===== src/rtl/wgt_loader_pkg.sv =====
// wgt_loader_pkg: shared constants, FSM encodings and bank index helpers for
// the weight loader. Imported by wgt_loader and its testbench.
package wgt_loader_pkg;

    localparam int DATA_WIDTH  = 8;
    localparam int KERNEL_DIM  = 3;
    localparam int ROW_WIDTH   = DATA_WIDTH * KERNEL_DIM;
    localparam int NUM_KERNELS = 16;
    localparam int NUM_ROWS    = NUM_KERNELS * KERNEL_DIM;
    localparam int BANK_WIDTH  = NUM_ROWS * ROW_WIDTH;
    localparam int KER_CNT_W   = $clog2(NUM_KERNELS);
    localparam int ROW_CNT_W   = $clog2(KERNEL_DIM);
    localparam int ROW_ADDR_W  = $clog2(NUM_ROWS);
    localparam int CKSUM_W     = 16;

    localparam logic [1:0] ST_IDLE = 2'd0;
    localparam logic [1:0] ST_LOAD = 2'd1;
    localparam logic [1:0] ST_FULL = 2'd2;

    // Row slot inside a bank: kernel-major, then kernel row.
    function automatic logic [ROW_ADDR_W-1:0] bank_row_addr(
        input logic [KER_CNT_W-1:0] ker,
        input logic [ROW_CNT_W-1:0] row
    );
        return ROW_ADDR_W'(int'(ker) * KERNEL_DIM + int'(row));
    endfunction

    // Flat byte offset of weight (kernel, row, column) on the bank bus.
    function automatic int bank_byte_idx(input int ker, input int row, input int col);
        return ker * KERNEL_DIM * KERNEL_DIM + row * KERNEL_DIM + col;
    endfunction

endpackage


===== src/rtl/wgt_bank_reg.sv =====
// wgt_bank_reg: row-addressed register file holding one weight bank.
// Ports:
//   clk, rst_n            clock, async active-low reset (bank clears to 0)
//   row_we/addr/wdata     single-row write port
//   bank_we/bank_wdata    whole-bank write port (wins over the row port)
//   bank_rdata            full flattened bank, row i at bits [i*ROW_WIDTH +: ROW_WIDTH]
module wgt_bank_reg #(
    parameter int NUM_ROWS  = 48,
    parameter int ROW_WIDTH = 24,
    parameter int ADDR_W    = 6
) (
    input  logic                          clk,
    input  logic                          rst_n,
    input  logic                          row_we,
    input  logic [ADDR_W-1:0]             row_addr,
    input  logic [ROW_WIDTH-1:0]          row_wdata,
    input  logic                          bank_we,
    input  logic [NUM_ROWS*ROW_WIDTH-1:0] bank_wdata,
    output logic [NUM_ROWS*ROW_WIDTH-1:0] bank_rdata
);

    logic [NUM_ROWS*ROW_WIDTH-1:0] bank_q;
    logic [NUM_ROWS*ROW_WIDTH-1:0] bank_d;

    always_comb begin
        bank_d = bank_q;
        if (bank_we) begin
            bank_d = bank_wdata;
        end else if (row_we) begin
            bank_d[int'(row_addr) * ROW_WIDTH +: ROW_WIDTH] = row_wdata;
        end
    end

    always_ff @(posedge clk or negedge rst_n) begin
        if (!rst_n) begin
            bank_q <= '0;
        end else begin
            bank_q <= bank_d;
        end
    end

    assign bank_rdata = bank_q;

endmodule


===== src/rtl/wgt_loader.sv =====
// wgt_loader: pulls 24-bit kernel rows from the weight parser into a shadow
// bank and copies it into the active bank (driving the PE array) on pe_swap.
// Optional build macro WGT_LOADER_CKSUM_EN adds wgt_cksum, a mod-2^16 sum of
// the captured weight bytes latched at swap time.
// Ports:
//   clk, rst_n          clock, async active-low reset
//   start_conv_pulse    abort any load, return to IDLE (active bank kept)
//   load_req            request to fill the shadow bank
//   wgt_avail, wgt_row  parser row valid / row data
//   wgt_read            row consumed this cycle
//   pe_swap             make the shadow bank active (only honoured in FULL)
//   shadow_full         shadow bank holds a complete set of kernels
//   load_done           one-cycle pulse after the last row is captured
//   wgt_bus             active bank, flattened
//   busy                FSM is in LOAD
//
// state | meaning
// IDLE  | waiting for load_req
// LOAD  | capturing rows into the shadow bank
// FULL  | shadow bank complete, waiting for pe_swap
module wgt_loader
    import wgt_loader_pkg::*;
(
    input  logic                  clk,
    input  logic                  rst_n,
    input  logic                  start_conv_pulse,
    input  logic                  load_req,
    input  logic                  wgt_avail,
    input  logic [ROW_WIDTH-1:0]  wgt_row,
    output logic                  wgt_read,
    input  logic                  pe_swap,
    output logic                  shadow_full,
    output logic                  load_done,
    output logic [BANK_WIDTH-1:0] wgt_bus,
`ifdef WGT_LOADER_CKSUM_EN
    output logic [CKSUM_W-1:0]    wgt_cksum,
`endif
    output logic                  busy
);

    logic [1:0]           state_q, state_d;
    logic [ROW_CNT_W-1:0] row_cnt_q, row_cnt_d;
    logic [KER_CNT_W-1:0] ker_cnt_q, ker_cnt_d;
    logic                 shadow_full_q, shadow_full_d;
    logic                 load_done_q, load_done_d;
    logic                 swap;
    logic [BANK_WIDTH-1:0] shadow_bus;

    // An aborting start_conv_pulse must not consume a parser row that is
    // then thrown away, so the read strobe is gated by it as well.
    assign wgt_read = (state_q == ST_LOAD) && wgt_avail && !start_conv_pulse;

    always_comb begin
        state_d       = state_q;
        row_cnt_d     = row_cnt_q;
        ker_cnt_d     = ker_cnt_q;
        shadow_full_d = shadow_full_q;
        load_done_d   = 1'b0;
        swap          = 1'b0;
        if (start_conv_pulse) begin
            row_cnt_d     = '0;
            ker_cnt_d     = '0;
            shadow_full_d = 1'b0;
            state_d       = load_req ? ST_LOAD : ST_IDLE;
        end else begin
            case (state_q)
                ST_IDLE: begin
                    if (load_req) state_d = ST_LOAD;
                end
                ST_LOAD: begin
                    if (wgt_read) begin
                        if (row_cnt_q == ROW_CNT_W'(KERNEL_DIM - 1)) begin
                            row_cnt_d = '0;
                            if (ker_cnt_q == KER_CNT_W'(NUM_KERNELS - 1)) begin
                                ker_cnt_d     = '0;
                                load_done_d   = 1'b1;
                                shadow_full_d = 1'b1;
                                state_d       = ST_FULL;
                            end else begin
                                ker_cnt_d = ker_cnt_q + 1'b1;
                            end
                        end else begin
                            row_cnt_d = row_cnt_q + 1'b1;
                        end
                    end
                end
                ST_FULL: begin
                    if (pe_swap) begin
                        swap          = 1'b1;
                        shadow_full_d = 1'b0;
                        state_d       = load_req ? ST_LOAD : ST_IDLE;
                    end
                end
                default: state_d = ST_IDLE;
            endcase
        end
    end

    always_ff @(posedge clk or negedge rst_n) begin
        if (!rst_n) begin
            state_q       <= ST_IDLE;
            row_cnt_q     <= '0;
            ker_cnt_q     <= '0;
            shadow_full_q <= 1'b0;
            load_done_q   <= 1'b0;
        end else begin
            state_q       <= state_d;
            row_cnt_q     <= row_cnt_d;
            ker_cnt_q     <= ker_cnt_d;
            shadow_full_q <= shadow_full_d;
            load_done_q   <= load_done_d;
        end
    end

    wgt_bank_reg #(
        .NUM_ROWS  (NUM_ROWS),
        .ROW_WIDTH (ROW_WIDTH),
        .ADDR_W    (ROW_ADDR_W)
    ) u_shadow (
        .clk        (clk),
        .rst_n      (rst_n),
        .row_we     (wgt_read),
        .row_addr   (bank_row_addr(ker_cnt_q, row_cnt_q)),
        .row_wdata  (wgt_row),
        .bank_we    (1'b0),
        .bank_wdata ('0),
        .bank_rdata (shadow_bus)
    );

    wgt_bank_reg #(
        .NUM_ROWS  (NUM_ROWS),
        .ROW_WIDTH (ROW_WIDTH),
        .ADDR_W    (ROW_ADDR_W)
    ) u_active (
        .clk        (clk),
        .rst_n      (rst_n),
        .row_we     (1'b0),
        .row_addr   ('0),
        .row_wdata  ('0),
        .bank_we    (swap),
        .bank_wdata (shadow_bus),
        .bank_rdata (wgt_bus)
    );

`ifdef WGT_LOADER_CKSUM_EN
    logic [CKSUM_W-1:0] cksum_run_q, cksum_run_d;
    logic [CKSUM_W-1:0] wgt_cksum_q, wgt_cksum_d;
    logic [CKSUM_W-1:0] row_sum;

    always_comb begin
        row_sum = '0;
        for (int j = 0; j < KERNEL_DIM; j++) begin
            row_sum = row_sum + CKSUM_W'(wgt_row[j*DATA_WIDTH +: DATA_WIDTH]);
        end
        cksum_run_d = cksum_run_q;
        // Cleared on every entry to LOAD, including swap+load_req and restart.
        if (start_conv_pulse || ((state_d == ST_LOAD) && (state_q != ST_LOAD))) begin
            cksum_run_d = '0;
        end else if (wgt_read) begin
            cksum_run_d = cksum_run_q + row_sum;
        end
        wgt_cksum_d = swap ? cksum_run_q : wgt_cksum_q;
    end

    always_ff @(posedge clk or negedge rst_n) begin
        if (!rst_n) begin
            cksum_run_q <= '0;
            wgt_cksum_q <= '0;
        end else begin
            cksum_run_q <= cksum_run_d;
            wgt_cksum_q <= wgt_cksum_d;
        end
    end

    assign wgt_cksum = wgt_cksum_q;
`endif

    assign shadow_full = shadow_full_q;
    assign load_done   = load_done_q;
    assign busy        = (state_q == ST_LOAD);

endmodule


===== config.mk =====
export PLATFORM = sky130hd
export DESIGN_NAME = wgt_loader
export DESIGN_NICKNAME = d
export VERILOG_FILES = /design/src/rtl/wgt_loader_pkg.sv /design/src/rtl/wgt_bank_reg.sv /design/src/rtl/wgt_loader.sv
export SDC_FILE = /design/constraint.sdc
export NUM_CORES = 2
export LEC_CHECK = 0
export CAP_MARGIN = 5
export CORE_UTILIZATION = 45
export CTS_CLUSTER_DIAMETER = 150
export CTS_CLUSTER_SIZE = 24
export DETAILED_ROUTE_END_ITERATION = 8
export HOLD_SLACK_MARGIN = 0.02
export PLACE_DENSITY = 0.73
export SLEW_MARGIN = 15
export SYNTH_ARGS = -nofsm -noshare
export SYNTH_HDL_FRONTEND = slang
export SYNTH_HIERARCHICAL = 1
export SYNTH_SLANG_ARGS = --single-unit

===== constraint.sdc =====
create_clock -name clk -period 11.6 [get_ports clk]
set_input_delay 2.32 -clock clk [delete_from_list [all_inputs] [get_ports clk]]
set_output_delay 2.32 -clock clk [all_outputs]
set_load 0.05 [all_outputs]

==> metrics <==
# IOs 1,186; CTS tree built; Synth cell types 131; Post-Route WL 571 mm; Sink Count 2,314; crit share post-route 70.6%; Clk pwr share 18.2%; Net Sw Power 10,900 uW; Worst Skew 41.5 ps; part of the power in registers 42.6%; Final setup viols 0; drt pass-1 iters 8; status finished with violations; worst reg2reg path depth 18; post-cts resize count 0; HPWL after DPL 404 mm; Cell Area, Synth 0.113 mm^2; Critical R2R Launch ker_cnt_q[0]; layout cell share with drive strength beyond 1 5.38%; Total GRT Usage 44.0%; RSZ-0062 raised after global routing no; #FFs+latches synth 2,314; CP Capture Type flip-flop; I/O Buffers 1,185; async set-reset flop share out of synthesis 100%; Crit Path Class flip-flop to flip-flop; Die Y 502 um; initial core utilization 45.3%; CP max FO 23; DIE AREA 0.252 mm^2; clock buffer depth 3; Mapped Cells 11.2k; Inserted Clock Buffers 107; Skew-Pair Late Insertion Delay 870 ps; reg2reg end u_shadow/bank_rdata[921]; Post-CTS Hold Fix Bufs 0; Fin. Hold Viols 0; CTS Root Cell clkbuf_16; nets 13.1k; GP Congestion 1.07; crit path capture u_shadow/bank_rdata[921]; routed len/inst 34.8 um; initial antenna violation count 67; pre-CTS WS 3720 ps; Layout area overhead 19.7%; commonest non-fill, non-tap cell in the layout dfrtp_1; switch share 44.5%; reg-to-reg setup timing slack 3410 ps; combinational cell fraction of total power 39.3%; Max VDD drop 0.155 mV; fmax 122 MHz; Synth Warn # 6; GRT Residual Overflow 0; setup TNS 0 ps; Remaining DRCs 0; core area 0.249 mm^2; top_reg_cell synth dfrtp_1; vias in the first global route 98.4k; Hold Crit Class flip-flop to flip-flop; Final ANT Viol Nets 0; # H-tree levels 3; Die Wd 502 um; failing checks max-slew violations; max-cap violations 0; largest net degree at the start of global routing 1,631; crit start category flip-flop; post-CTS setup buffer count 0; initial drt markers 17.0k; Int Pwr 13,600 uW; WP data required 12,350 ps; Slew @ Worst Pin 9360 ps; Final Slew Violations 1,571; clock slew at reported path FFs 100 ps; setup ws final 3410 ps; CP arrival 8940 ps; power per cell area 182 mW/mm^2; first-pass GRT wire length 778 mm; Leak 0.0572 uW; most frequent cells in the layout 2,314 x dfrtp_1, 1,359 x nand2_1, 1,288 x conb_1; Post-synth EDFFs 0; total number of vias 107k; Seq/Total Area, Yosys 51.5%; FP Rows 183; min Tclk post-route 8190 ps; syn avg cell area 10.1 um^2; via/cell ratio 6.54; Max transition margin -524%; Crit. Startpoint ker_cnt_q[0]
==> power by group through the flow <==
stage / combinational [uW] / sequential, uW / clock, uW
floorplan: 2380 / 13100 / 0
global placement: 8520 / 10500 / 0
detailed placement: 8590 / 10500 / 0
CTS: 8610 / 10400 / 4470
global route: 9760 / 10500 / 4710
finish: 9630 / 10400 / 4450
==> routing by layer <==
layer  track usage [%]  up-vias  part of all wire (%)  routed length, um
met5             0.772        -                  0.11                625
met4              31.0       41                   8.4              47800
met3              19.2     1914                    15              88100
met2              59.3     8027                    40             226000
met1              55.9    53100                    37             209000
li1                  -    44300                     -                  -
==> state kept, by name, summed over array words and instances (netlist names) <==
| register | cells |
|---|---|
| u_active/bank_rdata | 1152 |
| u_shadow/bank_rdata | 1152 |
| ker_cnt_q | 4 |
| row_cnt_q | 2 |
| state_q | 2 |
| load_done | 1 |
| shadow_full | 1 |
==> worst max-delay path, stage by stage (launching register included) <==
cell     delay [ps]
dfrtp_1         500
inv_1           120
fa_1            520
inv_1            40
ha_1            220
fa_1            560
fa_1            710
or3_1           470
nor2_1          480
o21ai_2         360
nor3_1          250
ha_1            180
buf_4           370
nand2_1         620
nor2_4          900
buf_4           480
a41oi_4         250
or4_1           780
o21ai_2         220
==> through the flow <==
stage	hold slack, ps	total power [uW]	std cells	util [%]	cell area, um^2
after floorplan	439	15400	12400	-	117000
after global placement	450	19000	16300	53.0	132000
after detailed placement	454	19100	16300	53.0	132000
after CTS	473	23500	16400	54.1	135000
after global routing	484	25000	16400	54.2	135000
final	472	24500	16400	54.2	135000
==> area by class of cell <==
cell class,count,area [um^2]
inverters,91,344
clock inverters,9,106
well taps,3330,4170
repair buffers,1382,13500
multi-input cells,9147,55800
fillers,22500,114000
diodes,38,95.1
clock buffers,111,2750
flip-flops and latches,2314,57900
==> how the worst min path moves through the flow <==
stage,from,end,slack (ps),cells after the start
2_1_floorplan,u_shadow/bank_rdata[1056],u_shadow/bank_rdata[1056],440,2
3_3_place_gp,u_shadow/bank_rdata[1058],u_active/bank_rdata[1058],450,2
3_5_place_dp,u_shadow/bank_rdata[1058],u_active/bank_rdata[1058],450,2
4_1_cts,u_shadow/bank_rdata[455],u_active/bank_rdata[455],470,2
5_1_grt,u_shadow/bank_rdata[455],u_active/bank_rdata[455],480,2
6_report,u_active/bank_rdata[719],u_active/bank_rdata[719],470,2
==> synth_stat cells, drive strengths merged (13+ instances only) <==
cell	count	share of area, %
xnor2	22	0.23
clkbuf	637	2.1
a32oi	99	0.78
o31ai	31	0.25
a21oi	502	2.3
a211oi	45	0.38
o21a	23	0.15
ha	25	0.28
a2bb2oi	25	0.21
nor4	77	0.55
a32o	18	0.16
inv	91	0.30
mux2i	517	4.6
and3	68	0.38
nand3	230	1.1
mux2	93	0.93
nor3b	194	1.3
a21o	57	0.38
a222oi	18	0.16
a31oi	92	0.56
and2	107	0.59
nand2	1368	4.6
o211ai	73	0.52
nor2b	22	0.12
nand2b	18	0.11
o2bb2ai	21	0.16
dfrtp	2314	51
or3	13	0.077
o21ai	1037	4.7
a22o	50	0.39
a221oi	32	0.28
buf	249	1.1
nor3	308	1.7
a211o	13	0.10
o221ai	40	0.32
or2	25	0.14
a22oi	663	4.4
a221o	787	7.0
nor2	883	3.1
o22ai	32	0.18
nand4	80	0.44
==> cells by family after synthesis <==
group,after synthesis,share of synthesized area [%]
AO/OA/AOI/OAI,3767,24.4
XOR/XNOR,32,0.331
adder cells (fa/ha/maj),29,0.349
buffers and inverters,977,3.57
flip-flops,2314,51.5
multiplexers,610,5.54
other,1,0.00333
AND/OR/NAND/NOR,3421,14.4
No activity file was read; power rests on OpenSTA's default activity.
